File: src/rtl/cla_adder_pipe.sv
// Pipelined WIDTH-bit carry-lookahead add/sub built from GROUP-bit lookahead groups; latency STAGES cycles.
// Backpressure: all ranks advance together only when the output rank is empty or being taken (in_ready = adv).
module cla_adder_pipe #(
    parameter int WIDTH  = 16,
    parameter int GROUP  = 4,
    parameter int STAGES = 2
) (
    input  logic             clk,
    input  logic             rst,
    input  logic             in_valid,
    output logic             in_ready,
    input  logic [WIDTH-1:0] A,
    input  logic [WIDTH-1:0] B,
    input  logic             Cin,
    input  logic             sub,
    output logic             out_valid,
    input  logic             out_ready,
    output logic [WIDTH-1:0] F,
    output logic             Cout,
    output logic             ovf,
    output logic             zero
);
    localparam int NGRP = WIDTH / GROUP;
    localparam int GPS  = NGRP / STAGES;
    localparam int SW   = GPS * GROUP;

    logic adv;
    logic ovf_q;
    logic zero_q;

    // Resolves one stage's slice: per-bit carries inside each group, group P*/G* carry between groups.
    function automatic logic [SW:0] cla_slice(input logic [SW-1:0] a, input logic [SW-1:0] b,
                                              input logic cin);
        logic [SW-1:0] p;
        logic [SW-1:0] g;
        logic [SW-1:0] c;
        logic          gcy;
        logic          pg;
        logic          gg;
        logic          cc;
        p   = a | b;
        g   = a & b;
        c   = '0;
        gcy = cin;
        for (int k = 0; k < GPS; k++) begin
            pg = 1'b1;
            gg = 1'b0;
            cc = gcy;
            for (int j = 0; j < GROUP; j++) begin
                c[k*GROUP+j] = cc;
                cc = g[k*GROUP+j] | (p[k*GROUP+j] & cc);
                gg = g[k*GROUP+j] | (p[k*GROUP+j] & gg);
                pg = pg & p[k*GROUP+j];
            end
            gcy = gg | (pg & gcy);
        end
        return {gcy, a ^ b ^ c};
    endfunction

    assign adv      = !out_valid || out_ready;
    assign in_ready = adv;
    assign ovf      = ovf_q;
    assign zero     = zero_q;

    for (genvar s = 0; s < STAGES; s++) begin : g_stg
        localparam int LO = s * SW;
        localparam int HI = LO + SW;

        logic              v_i;
        logic              c_i;
        logic [WIDTH-1:LO] a_i;
        logic [WIDTH-1:LO] bx_i;
        logic [SW-1:0]     grp_sum;
        logic [HI-1:0]     sum_d;
        logic [HI-1:0]     sum_q;
        logic              c_d;
        logic              c_q;
        logic              vld_d;
        logic              vld_q;

        // Subtract is folded in at entry: B inverted and carry forced, so later ranks only see B'.
        if (s == 0) begin : g_src
            assign v_i   = in_valid;
            assign c_i   = sub | Cin;
            assign a_i   = A;
            assign bx_i  = sub ? ~B : B;
            assign sum_d = grp_sum;
        end else begin : g_src
            assign v_i   = g_stg[s-1].vld_q;
            assign c_i   = g_stg[s-1].c_q;
            assign a_i   = g_stg[s-1].g_fwd.a_q;
            assign bx_i  = g_stg[s-1].g_fwd.bx_q;
            assign sum_d = {grp_sum, g_stg[s-1].sum_q};
        end

        always_comb begin
            {c_d, grp_sum} = cla_slice(a_i[HI-1:LO], bx_i[HI-1:LO], c_i);
            vld_d          = v_i;
        end

        always_ff @(posedge clk) begin
            if (rst) begin
                vld_q <= 1'b0;
                c_q   <= 1'b0;
                sum_q <= '0;
            end else if (adv) begin
                vld_q <= vld_d;
                if (vld_d) begin
                    c_q   <= c_d;
                    sum_q <= sum_d;
                end
            end
        end

        if (s < STAGES - 1) begin : g_fwd
            logic [WIDTH-1:HI] a_d;
            logic [WIDTH-1:HI] bx_d;
            logic [WIDTH-1:HI] a_q;
            logic [WIDTH-1:HI] bx_q;

            always_comb begin
                a_d  = a_i[WIDTH-1:HI];
                bx_d = bx_i[WIDTH-1:HI];
            end

            always_ff @(posedge clk) begin
                if (rst) begin
                    a_q  <= '0;
                    bx_q <= '0;
                end else if (adv && vld_d) begin
                    a_q  <= a_d;
                    bx_q <= bx_d;
                end
            end
        end else begin : g_out
            logic ovf_d;
            logic zero_d;

            // Carry into the MSB is recovered from its sum bit: c[W-1] = a ^ b' ^ sum.
            always_comb begin
                ovf_d  = c_d ^ a_i[WIDTH-1] ^ bx_i[WIDTH-1] ^ sum_d[WIDTH-1];
                zero_d = (sum_d == '0);
            end

            always_ff @(posedge clk) begin
                if (rst) begin
                    ovf_q  <= 1'b0;
                    zero_q <= 1'b0;
                end else if (adv && vld_d) begin
                    ovf_q  <= ovf_d;
                    zero_q <= zero_d;
                end
            end

            assign out_valid = vld_q;
            assign F         = sum_q;
            assign Cout      = c_q;
        end
    end

endmodule

File: config.mk
export PLATFORM = sky130hd
export DESIGN_NAME = cla_adder_pipe
export DESIGN_NICKNAME = d
export VERILOG_FILES = /design/src/rtl/cla_adder_pipe.sv
export SDC_FILE = /design/constraint.sdc
export NUM_CORES = 1
export LEC_CHECK = 0
export CELL_PAD_IN_SITES_DETAIL_PLACEMENT = 0
export CELL_PAD_IN_SITES_GLOBAL_PLACEMENT = 1
export CORE_MARGIN = 1
export CORE_UTILIZATION = 42
export CTS_BUF_LIST = sky130_fd_sc_hd__clkbuf_8
export DETAILED_ROUTE_END_ITERATION = 12
export PLACE_DENSITY_LB_ADDON = 0.1
export REMOVE_ABC_BUFFERS = 1
export SETUP_SLACK_MARGIN = 0.05
export SYNTH_ARGS = -nofsm -noshare
export SYNTH_HDL_FRONTEND = slang
export SYNTH_SLANG_ARGS = --single-unit
File: constraint.sdc
create_clock -name clk -period 9.2 [get_ports clk]
set_input_delay 2.76 -clock clk [delete_from_list [all_inputs] [get_ports clk]]
set_output_delay 2.76 -clock clk [all_outputs]
set_load 0.01 [all_outputs]
# Word-level counts from Yosys, hierarchy flattened
# Cells that the tools add are included.
# Widths: inputs -> output; s select.
# totals
elab_cells,99
regBits,46
out_inout_bits,21
# classes
n_bitwise,81
mux,1
reduce_logical,7
# ops
operator,count
$and 1x1->1,40
$xor 8x8->8,4
$or 1x1->1,29
$and 8x8->8,2
$logic_not 16->1,1
$mux 16,1
$not 16->16,1
$or 8x8->8,2
$reduce_and 2->1,2
$xor 1x1->1,3
$logic_and 1x1->1,2
$logic_not 1->1,1
$logic_or 1x1->1,1

# Longest topological paths before layout
# Gate-level depths: netlist (run 1).
# depth
word_depth,17
mapped_depth,15
ltp_nobuf,15

# Least setup slack after synthesis (run 1)
# OpenSTA, ideal clock, no wires.
# synth_timing
path_kind,input port to output port
startpoint,input out_ready
endpoint,output in_ready
setup_slack_ps,3533
t_required_ps,6440
stages,1
arrival_time_ps,2907
path_buffers,0
path_cell_list,nand2b_4
# synth_via
elab_chain_cells,1
# synth_rtl
element,line_no,rtl
from (decl),17,"input logic out_ready,"
$logic_or 1x1->1,60,assign adv = !out_valid || out_ready;
to (decl),11,"output logic in_ready,"
# Every way passes these cells.

# Final worst setup path (run 1)
# Same ends and word-level chain as after synthesis.

==> impl_metrics.env, run 1 <==
export IMPL_status="finished clean"
export IMPL_power_total_uw=495
export IMPL_grt_util_all_layers_pct=16.3
export IMPL_cts_buffers_inserted=5
export IMPL_drc=0
export IMPL_cell_with_the_largest_stage_delay_on_the_worst_path="sky130_fd_sc_hd__clkdlybuf4s50_1"
export IMPL_synth_seq_cells=46
export IMPL_root_buffer="sky130_fd_sc_hd__clkbuf_8"
export IMPL_first_global_vias=1947
export IMPL_cap_violations=0
export IMPL_worst_max_slew_pin_slew_ps=945
export IMPL_drtIter0Drc=47
export IMPL_timing_fmax_mhz=150
export IMPL_unrepaired_setup_endpoints_after_global_routing="false"
export IMPL_min_delay_path_class="flip-flop to flip-flop"
export IMPL_chipHeight_um=83.7
export IMPL_grt_overflow=0
export IMPL_crit_path_start_kind="input port"
export IMPL_cts_stage_hold_buffer_count=0
export IMPL_numPortBuffers=58
export IMPL_synth_edf_count=0
export IMPL_final_cell_area_sq_um=3520
export IMPL_setup_violations=0
export IMPL_finalHoldViolations=0
export IMPL_tns_ps=0
export IMPL_worst_path_largest_cell_delay_ps=530
export IMPL_cp_num_buf_inv=2
export IMPL_num_io_pins=59
export IMPL_post_synthesis_sequential_area_ratio_pct=32.8
export IMPL_fp_coreArea_sq_um=6390
export IMPL_final_common_cell="sky130_fd_sc_hd__clkdlybuf4s50_1"
export IMPL_detailedPlacementHpwl_um=4090
export IMPL_slew_headroom_pct=36.8
export IMPL_vias=2139
export IMPL_arrival_ps=3890
export IMPL_dieWidth_um=83.7
export IMPL_cts_buffer_depth=2
export IMPL_layout_area_seq_sq_um=921
export IMPL_critPathMostFrequentCell="sky130_fd_sc_hd__clkdlybuf4s50_1"
export IMPL_cp_required_ps=6440
export IMPL_timing_clock_skew_ps=11.6
export IMPL_cts_setup_buffers=0
export IMPL_worstPathCellList="clkdlybuf4s50_1, nand2b_4, clkdlybuf4s50_1"
export IMPL_grt_pass1_wl_um=9170
export IMPL_post_drt_wl_per_cell_um=12.0
export IMPL_tritoncts_num_sinks=46
export IMPL_wl_um=5440
export IMPL_layout_common_cells="58 x sky130_fd_sc_hd__clkdlybuf4s50_1, 50 x sky130_fd_sc_hd__nand2_1, 46 x sky130_fd_sc_hd__dfxtp_1"
export IMPL_number_of_cells_upsized_or_downsized_after_cts=0
export IMPL_drive_above_1_share_pct=3.46
export IMPL_layout_filler_cells=608
export IMPL_yosysUniqueCellTypes=35
export IMPL_gpl_final_weighted_congestion=0.744
export IMPL_finalNetCount=457
export IMPL_multiInputGateArea_sq_um=1640
export IMPL_drt_pass1_iterations=4
export IMPL_flow_area_growth_from_synthesis_pct=25.4
export IMPL_category_of_the_worst_setup_path_capture_point="output pin"
export IMPL_static_leakage_power_nw=1.49
export IMPL_tritoncts="done"
export IMPL_floorplan_rows=29
export IMPL_clock_latency_ps=300
export IMPL_start_util_pct=43.9
export IMPL_route_detailed_vias_per_inst=4.72
export IMPL_synth_async_sr_flop_share_pct=0
export IMPL_die_area_sq_um=7010
export IMPL_cp_top_family="buffers and inverters"
export IMPL_p_per_area_nw_per_um2=141
export IMPL_syn_cell_area_sq_um=2810
export IMPL_ant_nets=0
export IMPL_worst_setup_path_type="input port to output pin"
export IMPL_min_period_over_period_pct=72.2
export IMPL_grt_start_max_net_pins=48
export IMPL_clk_transition_reported_paths_ps=80
export IMPL_post_route_min_period_ps=6650
export IMPL_n_antenna_cell=0
export IMPL_h_tree_depth=2
export IMPL_ys_dominant_reg_cell="sky130_fd_sc_hd__dfxtp_1"
export IMPL_syn_mean_instance_area_sq_um=8.60
export IMPL_worstPathMaxFanout=7
export IMPL_vdd_ir_drop_worst_uv=79.8
export IMPL_antenna_found_initial=0
export IMPL_post_synth_inst_count=326
export IMPL_report_final_slew_viol_count=0
export IMPL_yosysWarningCount=0
export IMPL_placed_area_sq_um=3410
worst min-delay path, stage by stage (launching register included):
cell	delay, ps
sky130_fd_sc_hd__dfxtp_1	310
sky130_fd_sc_hd__nand2_1	50
sky130_fd_sc_hd__a21oi_1	50
cell families after synthesis:
group	Yosys count	share of synthesized area, %
compound gates	59	13.1
xor+xnor	22	7.54
fa+ha+maj	44	22.8
buf+inv	60	8.56
flops	46	32.8
simple gates	95	15.2
cells in the mapped netlist (all sizes together), types with 2 or more instances:
cell | n | area share [%]
xor2 | 16 | 5.0
a211oi | 17 | 4.5
ha | 32 | 14
clkbuf | 9 | 1.2
o21ai | 3 | 0.54
inv | 43 | 5.8
xnor2 | 6 | 2.5
or4 | 2 | 0.67
nor2 | 24 | 3.2
nand2b | 3 | 0.94
buf | 8 | 1.6
and2 | 2 | 0.45
dfxtp | 46 | 33
a21oi | 31 | 5.5
o21bai | 2 | 0.54
nor3 | 7 | 1.6
nand3 | 2 | 0.36
nand2 | 50 | 6.7
fa | 12 | 8.6
through the flow:
| stage | util, % | setup WS [ps] | hold WS (ps) | instances |
|---|---|---|---|---|
| 2_1_floorplan | - | 3530 | 434 | 309 |
| 6_report | 55.1 | 2550 | 454 | 453 |
| 3_3_place_gp | 53.4 | 2560 | 441 | 445 |
| 4_1_cts | 55.1 | 2550 | 457 | 453 |
| 5_1_grt | 55.1 | 2530 | 487 | 453 |
| 3_5_place_dp | 53.4 | 2550 | 446 | 445 |
registers in the layout, indices dropped and copies added (netlist names):
name	count
F	16
ovf	1
g_stg.g_fwd.bx_q	8
g_stg.sum_q	8
g_stg.c_q	1
out_valid	1
zero	1
g_stg.vld_q	1
Cout	1
g_stg.g_fwd.a_q	8
worst paths after layout:
path | cells past startpoint | end | from | slack (ps)
max | 3 | in_ready | out_ready | 2550
max reg2reg | 14 | ovf | g_stg[0].g_fwd.a_q[8] | 5720
min reg2reg | 2 | F[15] | F[15] | 450
min | 2 | F[15] | F[15] | 450
layout make-up:
type / instances / area share [%]
multi-input cells: 220 / 46.7
clock buffers: 5 / 1.96
well taps: 77 / 2.74
clock inverters: 3 / 1.07
flip-flops and latches: 46 / 26.2
repair buffers: 59 / 16.7
inverters: 43 / 4.59
report_power, final:
part | switching (mW) | leakage [nW] | internal [mW] | total, mW
clock network | 0.0665 | 0.0607 | 0.0791 | 0.146
logic | 0.0617 | 1.05 | 0.0615 | 0.123
registers | 0.0120 | 0.378 | 0.214 | 0.226
layer usage:
metal	wire, um	track usage (%)
met1	2750	22.4
met5	0	0
met4	70	4.62
met2	2420	25.9
met3	204	3.07
Note: power is estimated with default switching activity, not from simulation.
==> inputs of run 2 (changes only) <==
CORE_UTILIZATION = 39   (was 42)
clock period = 6.6 ns   (was 9.2 ns; I/O delays follow)
==> impl_metrics.env, run 2 (synthesis gave the netlist of run 1 again) <==
export IMPL_timing_reg2reg_setup_slack_ps=3200
export IMPL_finalNetCount=458
export IMPL_grt_start_max_net_pins=30
export IMPL_grt_util_all_layers_pct=16.5
export IMPL_post_route_min_period_ps=5090
export IMPL_tns_ps=0
export IMPL_crit_path_start_kind="input port"
export IMPL_vias=2164
export IMPL_grt_overflow=0
export IMPL_cts_buffers_inserted=5
export IMPL_final_cell_area_sq_um=3550
export IMPL_wl_um=5780
export IMPL_layout_common_cells="58 x sky130_fd_sc_hd__clkdlybuf4s50_1, 50 x sky130_fd_sc_hd__nand2_1, 46 x sky130_fd_sc_hd__dfxtp_1"
export IMPL_finalHoldViolations=0
export IMPL_cap_violations=0
export IMPL_critical_path_depth=3
export IMPL_drtIter0Drc=62
export IMPL_static_leakage_power_nw=1.49
export IMPL_first_global_vias=2016
export IMPL_numPortBuffers=58
export IMPL_gpl_final_weighted_congestion=0.725
export IMPL_clock_latency_ps=310
export IMPL_placedCellCount=465
export IMPL_timing_clock_skew_ps=8.15
export IMPL_drive_above_1_share_pct=4.24
export IMPL_worstSetupEndpoint="in_ready"
export IMPL_p_per_area_nw_per_um2=197
export IMPL_route_detailed_vias_per_inst=4.58
export IMPL_final_instance_count_excl_fill=473
export IMPL_h_tree_depth=2
export IMPL_min_period_over_period_pct=77.1
export IMPL_floorplan_rows=30
export IMPL_ant_nets=0
export IMPL_fp_coreArea_sq_um=6870
export IMPL_timing_fmax_mhz=197
export IMPL_tritoncts="done"
export IMPL_worst_path_largest_cell_delay_ps=530
export IMPL_post_drt_wl_per_cell_um=12.2
export IMPL_cp_required_ps=4620
export IMPL_final_common_cell="sky130_fd_sc_hd__clkdlybuf4s50_1"
export IMPL_cts_setup_buffers=0
export IMPL_min_delay_path_class="flip-flop to flip-flop"
export IMPL_critPathLaunch="out_ready"
export IMPL_cp_top_family="buffers and inverters"
export IMPL_unrepaired_setup_endpoints_after_global_routing="false"
export IMPL_worstReg2RegEnd="ovf"
export IMPL_largest_reg_flops=16
export IMPL_vdd_ir_drop_worst_uv=78.1
export IMPL_die_area_sq_um=7540
export IMPL_detailedPlacementHpwl_um=4300
export IMPL_cts_stage_hold_buffer_count=0
export IMPL_tritoncts_num_sinks=46
export IMPL_antenna_found_initial=0
export IMPL_status="finished clean"
export IMPL_dieWidth_um=86.8
export IMPL_cell_with_the_largest_stage_delay_on_the_worst_path="sky130_fd_sc_hd__clkdlybuf4s50_1"
export IMPL_worst_r2r_cell_count=14
export IMPL_num_io_pins=59
export IMPL_arrival_ps=3110
export IMPL_layout_filler_cells=686
export IMPL_drt_pass1_iterations=4
export IMPL_placed_area_sq_um=3440
export IMPL_number_of_cells_upsized_or_downsized_after_cts=0
export IMPL_root_buffer="sky130_fd_sc_hd__clkbuf_8"
export IMPL_start_util_pct=40.8
export IMPL_slew_headroom_pct=27.3
export IMPL_power_total_uw=699
export IMPL_cp_num_buf_inv=2
export IMPL_worstPathMaxFanout=7
export IMPL_chipHeight_um=86.8
export IMPL_category_of_the_worst_setup_path_capture_point="output pin"
export IMPL_r2r_start="g_stg[0].g_fwd.a_q[8]"
export IMPL_report_final_slew_viol_count=0
export IMPL_clk_transition_reported_paths_ps=90
export IMPL_cts_buffer_depth=2
export IMPL_flow_area_growth_from_synthesis_pct=26.6
export IMPL_worst_setup_path_type="input port to output pin"
export IMPL_critPathMostFrequentCell="sky130_fd_sc_hd__clkdlybuf4s50_1"
export IMPL_setup_violations=0
export IMPL_worstPathCellList="clkdlybuf4s50_1, nand2b_4, clkdlybuf4s50_1"
export IMPL_grt_pass1_wl_um=9520
export IMPL_n_antenna_cell=0
export IMPL_worst_max_slew_pin_slew_ps=1090
export IMPL_drc=0
[run 2: cell count changes in the layout (fill, tap and decap cells not counted)]
cell                       previous run  this run
sky130_fd_sc_hd__clkinv_2             0         2
sky130_fd_sc_hd__inv_1               45        43
sky130_fd_sc_hd__buf_4                1         2
[run 2: how the worst min path moves through the flow]
stage / startpoint / to / slack (ps) / cells past startpoint
after detailed placement: F[1] / F[1] / 450 / 2
after global routing: F[2] / F[2] / 470 / 2
after CTS: F[1] / F[1] / 460 / 2
after global placement: F[1] / F[1] / 440 / 2
final: F[1] / F[1] / 460 / 2
after floorplan: g_stg[0].sum_q[4] / F[4] / 430 / 2
[run 2: layer usage]
| metal | wire (um) | vias up | share of wire [%] | global-route usage, % |
|---|---|---|---|---|
| met2 | 2710 | 44 | 47 | 26.6 |
| met5 | 0 | - | 0 | 0 |
| met3 | 232 | 8 | 4.0 | 3.14 |
| li1 | - | 1138 | - | - |
| met1 | 2750 | 974 | 48 | 22.0 |
| met4 | 82 | 0 | 1.4 | 5.91 |
[run 2: layout make-up]
cell class,count,area (sq um),share of cell area [%]
clock buffers,5,68.8,1.94
repair buffers,60,596,16.8
multi-input cells,220,1640,46.3
well taps,96,120,3.38
inverters,43,161,4.55
clock inverters,3,40.0,1.13
flip-flops and latches,46,921,25.9
[run 2: worst min-delay path, stage by stage (launching register included)]
cell and delay (ps):
sky130_fd_sc_hd__dfxtp_1 320, sky130_fd_sc_hd__nand2_1 50, sky130_fd_sc_hd__a21oi_1 50
[run 2: through the flow]
stage,hold slack (ps),setup WS (ps),utilization (%)
after floorplan,434,2380,-
after CTS,460,1500,51.7
after global routing,474,1470,51.7
final,457,1510,51.7
after global placement,442,1440,50.1
after detailed placement,447,1380,50.1
[run 2: power by group]
group          internal [mW]  total (mW)  switching (mW)  leakage (nW)
logic                 0.0861       0.172          0.0863          1.05
clock network          0.112       0.211          0.0999        0.0579
registers              0.299       0.315          0.0163         0.378
total                  0.496       0.699           0.202          1.49
==> inputs of run 3 (changes only) <==
CORE_UTILIZATION = 36   (was 39)
clock period = 4.3 ns   (was 6.6 ns; I/O delays follow)
==> impl_metrics.env, run 3 (synthesis gave the netlist of run 1 again) <==
export IMPL_timing_hold_worst_path_depth=2
export IMPL_n_antenna_cell=0
export IMPL_placedCellCount=471
export IMPL_drt_pass1_iterations=4
export IMPL_grt_overflow=0
export IMPL_critical_path_depth=14
export IMPL_worstReg2RegEnd="ovf"
export IMPL_worst_setup_path_type="input port to flip-flop"
export IMPL_hold_ws_ps=459
export IMPL_power_frac_seq_pct=44.3
export IMPL_category_of_the_worst_setup_path_capture_point="flip-flop"
export IMPL_start_util_pct=37.9
export IMPL_timing_fmax_mhz=256
export IMPL_vdd_ir_drop_worst_uv=114
export IMPL_tritoncts="done"
export IMPL_vias=2155
export IMPL_fp_coreArea_sq_um=7410
export IMPL_post_route_min_period_ps=3900
export IMPL_setup_violations=0
export IMPL_unrepaired_setup_endpoints_after_global_routing="false"
export IMPL_final_setup_worst_slack_ps=395
export IMPL_cp_top_family="adder cells"
export IMPL_drive_above_1_share_pct=5.00
export IMPL_slew_headroom_pct=30.4
export IMPL_cts_setup_buffers=0
export IMPL_root_buffer="sky130_fd_sc_hd__clkbuf_8"
export IMPL_die_area_sq_um=8150
export IMPL_clock_latency_ps=300
export IMPL_post_drt_wl_per_cell_um=12.0
export IMPL_combPwrFrac_pct=24.9
export IMPL_whs_endpoint="F[2]"
export IMPL_arrival_ps=4120
export IMPL_drc=0
export IMPL_tritoncts_num_sinks=46
export IMPL_drtIter0Drc=82
export IMPL_numPortBuffers=58
export IMPL_p_per_area_nw_per_um2=304
export IMPL_wl_um=5740
export IMPL_cts_buffers_inserted=5
export IMPL_cts_stage_hold_buffer_count=0
export IMPL_report_final_slew_viol_count=0
export IMPL_timing_reg2reg_setup_slack_ps=950
export IMPL_grt_util_all_layers_pct=15.4
export IMPL_cp_num_buf_inv=3
export IMPL_cts_buffer_depth=2
export IMPL_cap_violations=0
export IMPL_h_tree_depth=2
export IMPL_cell_with_the_largest_stage_delay_on_the_worst_path="sky130_fd_sc_hd__clkdlybuf4s50_1"
export IMPL_critPathMostFrequentCell="sky130_fd_sc_hd__fa_1"
export IMPL_floorplan_rows=31
export IMPL_switchingPower_uw=319
export IMPL_static_leakage_power_nw=1.50
export IMPL_placed_area_sq_um=3470
export IMPL_power_clock_fraction_pct=30.8
export IMPL_grt_start_max_net_pins=30
export IMPL_grt_pass1_wl_um=10200
export IMPL_timing_clock_skew_ps=8.84
export IMPL_finalHoldViolations=0
export IMPL_route_detailed_vias_per_inst=4.50
export IMPL_dieWidth_um=90.3
export IMPL_ant_nets=0
export IMPL_chipHeight_um=90.3
export IMPL_worstPathMaxFanout=5
export IMPL_power_total_mw=1.09
export IMPL_netSwitchingFraction_pct=29.3
export IMPL_min_period_over_period_pct=90.8
export IMPL_num_io_pins=59
export IMPL_final_cell_area_sq_um=3590
export IMPL_layout_common_cells="58 x sky130_fd_sc_hd__clkdlybuf4s50_1, 50 x sky130_fd_sc_hd__nand2_1, 46 x sky130_fd_sc_hd__dfxtp_1"
export IMPL_r2r_start="g_stg[0].g_fwd.a_q[8]"
export IMPL_status="finished clean"
export IMPL_largest_reg_flops=16
export IMPL_worst_max_slew_pin_slew_ps=1040
export IMPL_worst_hold_startpoint="F[2]"
export IMPL_final_core_utilization_pct=48.4
export IMPL_gpl_final_weighted_congestion=0.756
export IMPL_flow_area_growth_from_synthesis_pct=27.8
export IMPL_worst_path_largest_cell_delay_ps=520
export IMPL_number_of_cells_upsized_or_downsized_after_cts=0
export IMPL_tns_ps=0
export IMPL_crit_path_start_kind="input port"
export IMPL_detailedPlacementHpwl_um=4520
export IMPL_antenna_found_initial=0
export IMPL_min_delay_path_class="flip-flop to flip-flop"
export IMPL_power_internal_uw=771
export IMPL_worst_r2r_cell_count=14
export IMPL_clk_transition_reported_paths_ps=100
export IMPL_first_global_vias=2147
export IMPL_finalNetCount=461
export IMPL_final_common_cell="sky130_fd_sc_hd__clkdlybuf4s50_1"
export IMPL_cp_required_ps=4520
export IMPL_placement_setup_worst_slack_ps=57.1
export IMPL_final_instance_count_excl_fill=479
export IMPL_worstPathCellList="clkdlybuf4s50_1, xor2_1, inv_1, ha_1, o21ba_1, o21ai_1, a21oi_1, nor2_1, fa_1, inv_1, fa_1, fa_1, xnor2_1, a211oi_1"
[run 3: cell count changes in the layout (fill, tap and decap cells not counted)]
| cell | before | now |
|---|---|---|
| sky130_fd_sc_hd__clkinv_2 | 2 | 0 |
| sky130_fd_sc_hd__buf_4 | 2 | 5 |
| sky130_fd_sc_hd__inv_8 | 0 | 1 |
| sky130_fd_sc_hd__clkinvlp_4 | 0 | 1 |
[run 3: worst max path at each step]
stage | startpoint | to | slack (ps)
floorplan | sub | g_stg[0].sum_q[7] | 770
global placement | sub | g_stg[0].sum_q[7] | 80
detailed placement | sub | g_stg[0].sum_q[7] | 60
CTS | sub | g_stg[0].sum_q[7] | 370
global route | sub | g_stg[0].sum_q[7] | 220
finish | sub | g_stg[0].sum_q[7] | 400
[run 3: worst min-delay path, delay by kind of cell (launching register included)]
kind             cells  cell delay [ps]
AO/OA/AOI/OAI        1               50
flip-flops           1              320
AND/OR/NAND/NOR      1               50
[run 3: layout make-up]
| class | count | area [sq um] |
|---|---|---|
| clock buffers | 5 | 68.8 |
| well taps | 99 | 124 |
| multi-input cells | 220 | 1640 |
| clock inverters | 3 | 48.8 |
| flip-flops and latches | 46 | 921 |
| fillers | 748 | 3820 |
| inverters | 43 | 161 |
| repair buffers | 63 | 618 |
[run 3: power groups by stage]
| stage | sequential (mW) | clock [mW] | combinational, mW |
|---|---|---|---|
| floorplan | 0.492 | 0 | 0.156 |
| global route | 0.488 | 0.363 | 0.311 |
| detailed placement | 0.493 | 0 | 0.275 |
| global placement | 0.493 | 0 | 0.273 |
| finish | 0.483 | 0.336 | 0.271 |
| CTS | 0.483 | 0.345 | 0.276 |
[run 3: layer usage]
metal	track usage, %	up-vias	wire length [um]
li1	-	1141	-
met1	21.9	962	3030
met2	24.0	48	2450
met3	3.28	4	222
met4	2.82	0	39
met5	0	-	0
